$ cat config.mk
export PLATFORM = sky130hd
export DESIGN_NAME = lstm_act_reader
export DESIGN_NICKNAME = d
export VERILOG_FILES = /design/src/rtl/lstm_pkg.sv /design/src/rtl/lstm_skid_fifo2.sv /design/src/rtl/lstm_act_reader.sv
export SDC_FILE = /design/constraint.sdc
export NUM_CORES = 1
export LEC_CHECK = 0
export ABC_AREA = 1
export BUFFER_PORTS_ARGS = -buffer_cell sky130_fd_sc_hd__buf_2
export CAP_MARGIN = 0
export CORE_ASPECT_RATIO = 1.1
export CORE_UTILIZATION = 50
export CTS_BUF_LIST = sky130_fd_sc_hd__clkbuf_4
export DETAILED_ROUTE_END_ITERATION = 10
export PLACE_DENSITY = 0.85
export SLEW_MARGIN = 20
export SYNTH_ARGS = -nofsm -noshare
export SYNTH_HDL_FRONTEND = slang
export SYNTH_SLANG_ARGS = --single-unit
$ cat constraint.sdc
create_clock -name clk -period 2.6 [get_ports clk]
set_input_delay 0.78 -clock clk [delete_from_list [all_inputs] [get_ports clk]]
set_output_delay 0.78 -clock clk [all_outputs]
set_load 0.01 [all_outputs]
$ cat src/rtl/lstm_pkg.sv
// Shared definitions for the LSTM activation store: default geometry and the
// read-sequencer state encoding.
package lstm_pkg;

  localparam int DEF_ADDR     = 12;
  localparam int DEF_WIDTH    = 32;
  localparam int DEF_NUM      = 53;
  localparam int DEF_TIMESTEP = 1;

  typedef enum logic [1:0] {
    ST_IDLE  = 2'd0,
    ST_ISSUE = 2'd1,
    ST_DRAIN = 2'd2
  } rd_state_e;

endpackage

$ cat src/rtl/lstm_skid_fifo2.sv
// Two-entry FIFO used to absorb downstream backpressure behind a
// registered-read memory. A push into a full FIFO is accepted only with a pop.
module lstm_skid_fifo2 #(
  parameter int W = 33
) (
  input  logic         clk,
  input  logic         rst_n,
  input  logic         push,
  input  logic [W-1:0] din,
  input  logic         pop,
  output logic [W-1:0] dout,
  output logic         full,
  output logic         empty,
  output logic [1:0]   count
);

  logic [W-1:0] mem_r [2];
  logic         wr_ptr_r;
  logic         rd_ptr_r;
  logic [1:0]   count_r;
  logic         push_ok_s;
  logic         pop_ok_s;

  // qualify requests against current occupancy
  always_comb begin
    pop_ok_s  = pop && (count_r != 2'd0);
    push_ok_s = push && ((count_r != 2'd2) || pop_ok_s);
  end

  // storage, pointers and occupancy
  always_ff @(posedge clk or negedge rst_n) begin
    if (!rst_n) begin
      for (int i = 0; i < 2; i++) mem_r[i] <= '0;
      wr_ptr_r <= 1'b0;
      rd_ptr_r <= 1'b0;
      count_r  <= 2'd0;
    end else begin
      if (push_ok_s) begin
        mem_r[wr_ptr_r] <= din;
        wr_ptr_r        <= ~wr_ptr_r;
      end
      if (pop_ok_s) rd_ptr_r <= ~rd_ptr_r;
      count_r <= count_r + {1'b0, push_ok_s} - {1'b0, pop_ok_s};
    end
  end

  assign dout  = mem_r[rd_ptr_r];
  assign full  = (count_r == 2'd2);
  assign empty = (count_r == 2'd0);
  assign count = count_r;

endmodule

$ cat src/rtl/lstm_act_reader.sv
// Streams one timestep of activations out of memory port B as a valid/ready
// stream, hiding the memory's registered read behind a 2-entry buffer.
module lstm_act_reader
  import lstm_pkg::*;
#(
  parameter int ADDR     = DEF_ADDR,
  parameter int WIDTH    = DEF_WIDTH,
  parameter int NUM      = DEF_NUM,
  parameter int TIMESTEP = DEF_TIMESTEP
) (
  input  logic             clk,
  input  logic             rst,
  input  logic             start,
  input  logic [ADDR-1:0]  ts_sel,
  output logic             busy,
  output logic             done,
  output logic             err,
  output logic [ADDR-1:0]  mem_addr,
  input  logic [WIDTH-1:0] mem_rdata,
  output logic [WIDTH-1:0] o_data,
  output logic             o_valid,
  output logic             o_last,
  input  logic             i_ready
);

  localparam logic [ADDR-1:0] TS_LIM   = ADDR'(TIMESTEP);
  localparam logic [ADDR-1:0] LAST_IDX = ADDR'(NUM - 1);

  rd_state_e       state_r, state_s;
  logic [ADDR-1:0] base_r, base_s, idx_r, idx_s, mem_addr_r, mem_addr_s;
  logic            p1_vld_r, p1_last_r, p2_vld_r, p2_last_r;
  logic            issue_s, issue_last_s;
  logic            busy_r, busy_s, done_r, done_s, err_r, err_s;
  logic            pop_s, credit_s, fifo_empty_s, fifo_full_s;
  logic [1:0]      fifo_count_s;
  logic [2:0]      load_s;
  logic [WIDTH:0]  fifo_dout_s;

  // credit: words buffered after this edge's pop plus reads still in the memory pipe
  always_comb begin
    pop_s    = !fifo_empty_s && i_ready;
    load_s   = {1'b0, fifo_count_s} + {2'b00, p1_vld_r} + {2'b00, p2_vld_r} - {2'b00, pop_s};
    credit_s = !(fifo_full_s && !pop_s) && (load_s < 3'd2);
  end

  // next-state, address generation and status
  always_comb begin
    state_s      = state_r;
    base_s       = base_r;
    idx_s        = idx_r;
    mem_addr_s   = mem_addr_r;
    issue_s      = 1'b0;
    issue_last_s = 1'b0;
    busy_s       = busy_r;
    done_s       = 1'b0;
    err_s        = err_r;
    case (state_r)
      ST_IDLE: begin
        // done_r gating drops a start that lands in the completion cycle
        if (start && !done_r) begin
          if (ts_sel < TS_LIM) begin
            base_s       = ADDR'(ts_sel * NUM);
            mem_addr_s   = ADDR'(ts_sel * NUM);
            idx_s        = ADDR'(1);
            issue_s      = 1'b1;
            issue_last_s = (NUM == 1);
            busy_s       = 1'b1;
            err_s        = 1'b0;
            state_s      = (NUM == 1) ? ST_DRAIN : ST_ISSUE;
          end else begin
            err_s  = 1'b1;
            done_s = 1'b1;
          end
        end else begin
          state_s = ST_IDLE;
        end
      end
      ST_ISSUE: begin
        if (credit_s) begin
          mem_addr_s   = base_r + idx_r;
          issue_s      = 1'b1;
          issue_last_s = (idx_r == LAST_IDX);
          idx_s        = idx_r + ADDR'(1);
          state_s      = (idx_r == LAST_IDX) ? ST_DRAIN : ST_ISSUE;
        end else begin
          state_s = ST_ISSUE;
        end
      end
      ST_DRAIN: begin
        if (fifo_empty_s && !p1_vld_r && !p2_vld_r) begin
          done_s  = 1'b1;
          busy_s  = 1'b0;
          state_s = ST_IDLE;
        end else begin
          state_s = ST_DRAIN;
        end
      end
      default: begin
        state_s = ST_IDLE;
        busy_s  = 1'b0;
      end
    endcase
  end

  // FSM state register
  always_ff @(posedge clk or negedge rst) begin
    if (!rst) state_r <= ST_IDLE;
    else      state_r <= state_s;
  end

  // datapath registers and two-stage read-in-flight pipe
  always_ff @(posedge clk or negedge rst) begin
    if (!rst) begin
      base_r     <= '0;
      idx_r      <= '0;
      mem_addr_r <= '0;
      p1_vld_r   <= 1'b0;
      p1_last_r  <= 1'b0;
      p2_vld_r   <= 1'b0;
      p2_last_r  <= 1'b0;
      busy_r     <= 1'b0;
      done_r     <= 1'b0;
      err_r      <= 1'b0;
    end else begin
      base_r     <= base_s;
      idx_r      <= idx_s;
      mem_addr_r <= mem_addr_s;
      p1_vld_r   <= issue_s;
      p1_last_r  <= issue_last_s;
      p2_vld_r   <= p1_vld_r;
      p2_last_r  <= p1_last_r;
      busy_r     <= busy_s;
      done_r     <= done_s;
      err_r      <= err_s;
    end
  end

  lstm_skid_fifo2 #(.W(WIDTH + 1)) u_fifo (
    .clk   (clk),
    .rst_n (rst),
    .push  (p2_vld_r),
    .din   ({p2_last_r, mem_rdata}),
    .pop   (pop_s),
    .dout  (fifo_dout_s),
    .full  (fifo_full_s),
    .empty (fifo_empty_s),
    .count (fifo_count_s)
  );

  assign mem_addr = mem_addr_r;
  assign busy     = busy_r;
  assign done     = done_r;
  assign err      = err_r;
  assign o_data   = fifo_dout_s[WIDTH-1:0];
  assign o_last   = fifo_dout_s[WIDTH];
  assign o_valid  = !fifo_empty_s;

endmodule

Word-level counts from Yosys, hierarchy flattened:

Index checks and enable logic that the tools add are counted.
W data, S select, Z words.

* logic and storage cells: 102
* register bits after elaboration: 115
* input bits: 48
* output and inout bits: 49

* multiplexer cells: 34
* reduce and logical (&&, ||, !) cells: 24
* $lt $le $gt $ge: 5
* $add $sub $neg: 7
* equality and inequality tests: 10
* bitwise gates (word level): 5
* multipliers: 1

Operators by type and width (number)
* $mux W33: 4
* $mux W12: 6
* $bwmux W66: 1
* $pmux W12 S2: 2
* $demux W33 S1: 1
* $add A12 B1 Y12 const B: 1
* $add A12 B12 Y12: 1
* $eq A12 B6 Y1 const B: 1
* $lt A12 B1 Y1 const B: 1
* $mul A12 B6 Y12 const B: 1
* $mux W1: 11
* $mux W2: 5
* $ne A2 B2 Y1 const B: 5
* $logic_and A1 B1 Y1: 9
* $reduce_and A4 Y1: 2
* $logic_not A1 Y1: 6
* $pmux W2 S3: 1
* $eq A2 B2 Y1 const B: 2
* $ge A2 B2 Y1 const B: 2
* $logic_not A2 Y1: 2
* $not A1 Y2: 2
* $pmux W1 S2: 2
* $reduce_bool A2 Y1: 2
* $add A2 B1 Y3: 1
* other kinds (13): 15

Logic depth before layout (Yosys ltp):

* depth after elaboration: 9
* gate-level depth with buffers: 17
* depth with buffers taken out: 17

By module:

Synthesis repeated with hierarchy kept, for this count alone.

* cell total of the unflattened synthesis: 946
* area total of the unflattened synthesis: 7315.8 um^2

By module, submodules not included
* lstm_act_reader: area an instance 3923.8 um^2, times used 1, cells an instance 520, sequential area each 1126.1 um^2
* lstm_skid_fifo2: area an instance 3392.0 um^2, times used 1, cells an instance 426, sequential area each 1751.7 um^2

Worst setup path after synthesis:

Ideal clock, no wire load.

* path type: in2reg
* from: in ts_sel[2]
* to: reg mem_addr_r[10], in the netlist mem_addr[10]
* setup time: 65 ps
* required time: 2535 ps
* path slack: -779 ps
* buffers on the path: 0
* cell stages on the path: 16
* arrival time: 3314 ps
* cell sequence: inv_1 -> ha_1 -> fa_1 -> inv_1 -> fa_1 -> inv_1 -> ha_1 -> nand2_1 -> nand2_1 -> nand2_1 -> nand3_1 -> inv_1 -> or2_2 -> nand3_1 -> nand3_1 -> nand2_1

* cells in the longest elaborated chain, start to end: 4
* elaborated cells between the ends (all ways): 7
* classes of those cells: mul: 1; order compare: 1; eq/ne: 1; mux: 3; reduce/logical: 1

RTL lines
* start: declaration: line lstm_act_reader.sv:14 `input logic [ADDR-1:0] ts_sel,`
* $mul A12 B6 Y12: line lstm_act_reader.sv:63 `mem_addr_s = ADDR'(ts_sel * NUM);`
* $mux W12: line lstm_act_reader.sv:61 `if (ts_sel < TS_LIM) begin`
* $mux W12: line lstm_act_reader.sv:60 `if (start && !done_r) begin`
* $pmux W12 S2: line lstm_act_reader.sv:57 `case (state_r)`
* end signal: assignment: line lstm_act_reader.sv:127 `mem_addr_r <= mem_addr_s;`
* end: declaration: line lstm_act_reader.sv:30 `logic [ADDR-1:0] base_r, base_s, idx_r, idx_s, mem_addr_r, mem_addr_s;`

Parallel ways exist; a longest one is shown, timed or not. The select of a mux whose other input is x is not followed.
A chain may end at the register's enable or synchronous reset.

Worst setup path in the final report:

* from: in ts_sel[7]
* to: reg mem_addr_r[8], in the netlist mem_addr[8]

Same word-level chain as after synthesis.

==> summary.txt <==
Final layout
  – Area Overhead vs Synth: 29.23%
  – Commonest non-fill, non-tap cell in the layout: nand2_1
  – Antenna Cells: 0
  – Highest-count cells in the layout ignoring fill and taps: 285 x nand2_1, 115 x dfrtp_1, 106 x inv_1
  – Fill cells: 1041
  – Final nets: 1128
  – Design Area, Final: 0.008916 mm²
  – Layout cells sized above 1: 28.49%

Clocking
  – Sink Count: 115
  – Root Buffer: clkbuf_4
  – CTS tree: done
  – CTS H-tree lvls: 4
  – Clock slew seen by the registers of the worst setup and hold paths: 0.14 ns
  – Clock Latency Late Sink: 0.54 ns
  – Longest Clk Path Bufs: 2
  – CTS Buf Count: 17
  – CTS Hold Bufs: 0

Global route
  – Initial antenna violation count: 0
  – GR Overflow Total: 0
  – Vias in the first global route: 6256
  – All-layer global routing usage: 26.09%
  – Largest net degree at the start of global routing: 61
  – First-pass GRT wire length: 29310 µm

STA
  – Layout Skew: 0.02511 ns
  – Final worst setup slack: -0.3205 ns
  – Worst Max-Slew Pin Slew: 0.4924 ns
  – Final Hold Viols: 0
  – Relative slew slack: 67.14%
  – Fmax: 342.4 MHz
  – RSZ-0062 raised after global routing: true
  – # setup viols final: 33
  – Final worst-path cycle share: 112.3%
  – Worst hold margin: 0.1751 ns
  – Max-slew violations: 0
  – Clock period minus worst slack: 2.920 ns

Setup path
  – R2R Setup Slk: -0.22 ns
  – Crit Path Max Fanout: 3
  – CP Capture Type: flip-flop
  – Arr. time, crit path: 3.39 ns
  – Worst R2R End: idx_r[4]
  – RR Startpoint: u_fifo.count[0]
  – CP startpoint kind: primary input
  – Kind of critical path: in -> reg
  – Critical path data required time: 3.07 ns
  – Reg2reg path depth: 13

Synthesis
  – Mapped Area: 0.006899 mm²
  – Asr flop ratio synth: 100.0%
  – Synth Instances: 877
  – Area leader, netlist: dfrtp_1
  – Syn nets: 986
  – FF+latch count, synth: 115
  – Synth top area share: 41.71%
  – YS warnings: 0
  – Mapped Avg Cell Area: 7.867 µm²
  – Seq/Total Area, Yosys: 41.71%
  – Area contributors post-synth: dfrtp_1 42%, nand2_1 16%, ha_1 8.5%
  – Distinct cells, synth: 37
  – Ys flop type: dfrtp_1
  – Post-synth EDFFs: 0

Power
  – Leak: 4.783 nW
  – Worst VDD drop: 0.4906 mV
  – Power Density: 612.6 mW/mm²

Die
  – Width of the chip: 114 µm
  – Initial Util: 51.78%
  – Number of core rows: 44
  – Core area: 0.01332 mm²
  – I/O Pins: 97
  – Die H: 125.2 µm
  – Die Area: 0.01427 mm²

Status
  – Status: complete, but fails checks
  – Failing checks: negative setup slack

Routing
  – Routed via count: 6379
  – DR DRC count: 0
  – DR WL/cell: 15.57 µm
  – WL final: 18930 µm
  – Antenna-violating nets left: 0
  – DR pass1 iterations: 5
  – Iteration-0 DRC Markers: 395
  – Avg Vias per Cell: 5.246

Place
  – # port buffers: 96
  – DP Area: 0.008051 mm²
  – Post-DP HPWL: 12350 µm
  – Placer Congestion: 0.9609

Hold path
  – Hold Path Class: in -> async

Run
  – Max Cap Viol: 0
## metal layers
metal | part of all wire, % | GRT usage (%)
met5 | 0 | 0
met4 | 4.0 | 10.70
met3 | 5.6 | 5.381
met2 | 50 | 44.74
met1 | 41 | 31.82
## sequential cells by signal (all words and copies together) (netlist names), 2 cells and up
name	count
state_r	2
mem_addr	12
u_fifo.mem_r	66
idx_r	12
u_fifo.count	2
base_r	12
## report_power, final
part | internal, W | switching [W] | total [W]
logic | 0.000922 | 0.00118 | 0.00210
registers | 0.00187 | 0.0000701 | 0.00194
clock network | 0.000598 | 0.000818 | 0.00142
## worst max-delay path by stage
stage	cells past startpoint	slack, ns	startpoint	end
after global routing	18	-0.39	ts_sel[2]	base_r[11]
after floorplan	16	-0.52	ts_sel[4]	mem_addr[10]
after detailed placement	15	-0.86	ts_sel[3]	mem_addr[11]
final	13	-0.32	ts_sel[7]	mem_addr[8]
after CTS	14	-0.23	u_fifo.count[0]	idx_r[4]
after global placement	15	-0.80	ts_sel[3]	mem_addr[11]
## cells in the mapped netlist (6+ instances only)
master / instances
nand2_1: 300
fa_1: 14
inv_1: 124
a21oi_1: 16
ha_1: 47
nand4_1: 9
o21ai_0: 86
nand3_1: 36
dfrtp_1: 115
buf_6: 6
clkbuf_1: 15
a31oi_1: 6
o21ai_1: 7
nor2_1: 35
xor2_1: 11
## repair_timing
| action | 4_1_cts | 5_1_grt |
|---|---|---|
| endpoints found under the setup margin | 34 | 34 |
| setup buffers | 3 | 8 |
| pin swaps | 24 | 17 |
| cloned | 0 | 3 |
| resized for setup | 51 | 60 |
## final cells by class
type | count | area, µm² | share of cell area [%]
clock inverters | 15 | 173.9 | 1.951
multi-input cells | 605 | 3890 | 43.63
repair buffers | 152 | 1106 | 12.41
inverters | 127 | 501.7 | 5.627
clock buffers | 17 | 127.6 | 1.431
well taps | 184 | 230.2 | 2.582
repair inverters | 1 | 8.758 | 0.09823
flip-flops and latches | 115 | 2878 | 32.28
## cells by family (layout without fill, tap and decap cells)
| family | after synthesis | after routing | share of synthesized area (%) |
|---|---|---|---|
| simple gates | 402 | 402 | 24.32 |
| buf+inv | 157 | 312 | 9.521 |
| compound gates | 126 | 126 | 9.830 |
| flops | 115 | 115 | 41.71 |
| fa+ha+maj | 61 | 61 | 12.59 |
| xor+xnor | 16 | 16 | 2.031 |
## metrics by stage
step | setup slack, ns | TNS (ns) | power, W | util (%) | std cells
global placement | -0.7974 | -20.45 | 0.003572 | 60.43 | 1172
finish | -0.3205 | -5.462 | 0.005462 | 66.92 | 1216
CTS | -0.2291 | -4.942 | 0.005256 | 64.12 | 1207
global route | -0.3917 | -8.237 | 0.005751 | 66.92 | 1216
detailed placement | -0.8622 | -22.33 | 0.003646 | 60.43 | 1172
floorplan | -0.5154 | -8.433 | 0.002992 | - | 877
## worst max-delay path, stage by stage
cell and delay (ns):
buf_12 0.11, ha_4 0.24, fa_1 0.59, inv_2 0.05, fa_1 0.51, inv_2 0.06, ha_4 0.23, buf_4 0.14
buf_6 0.12, a31oi_4 0.15, xnor2_2 0.16, o21ai_1 0.10, o21ai_1 0.15
No activity file was read; power rests on OpenSTA's default activity.
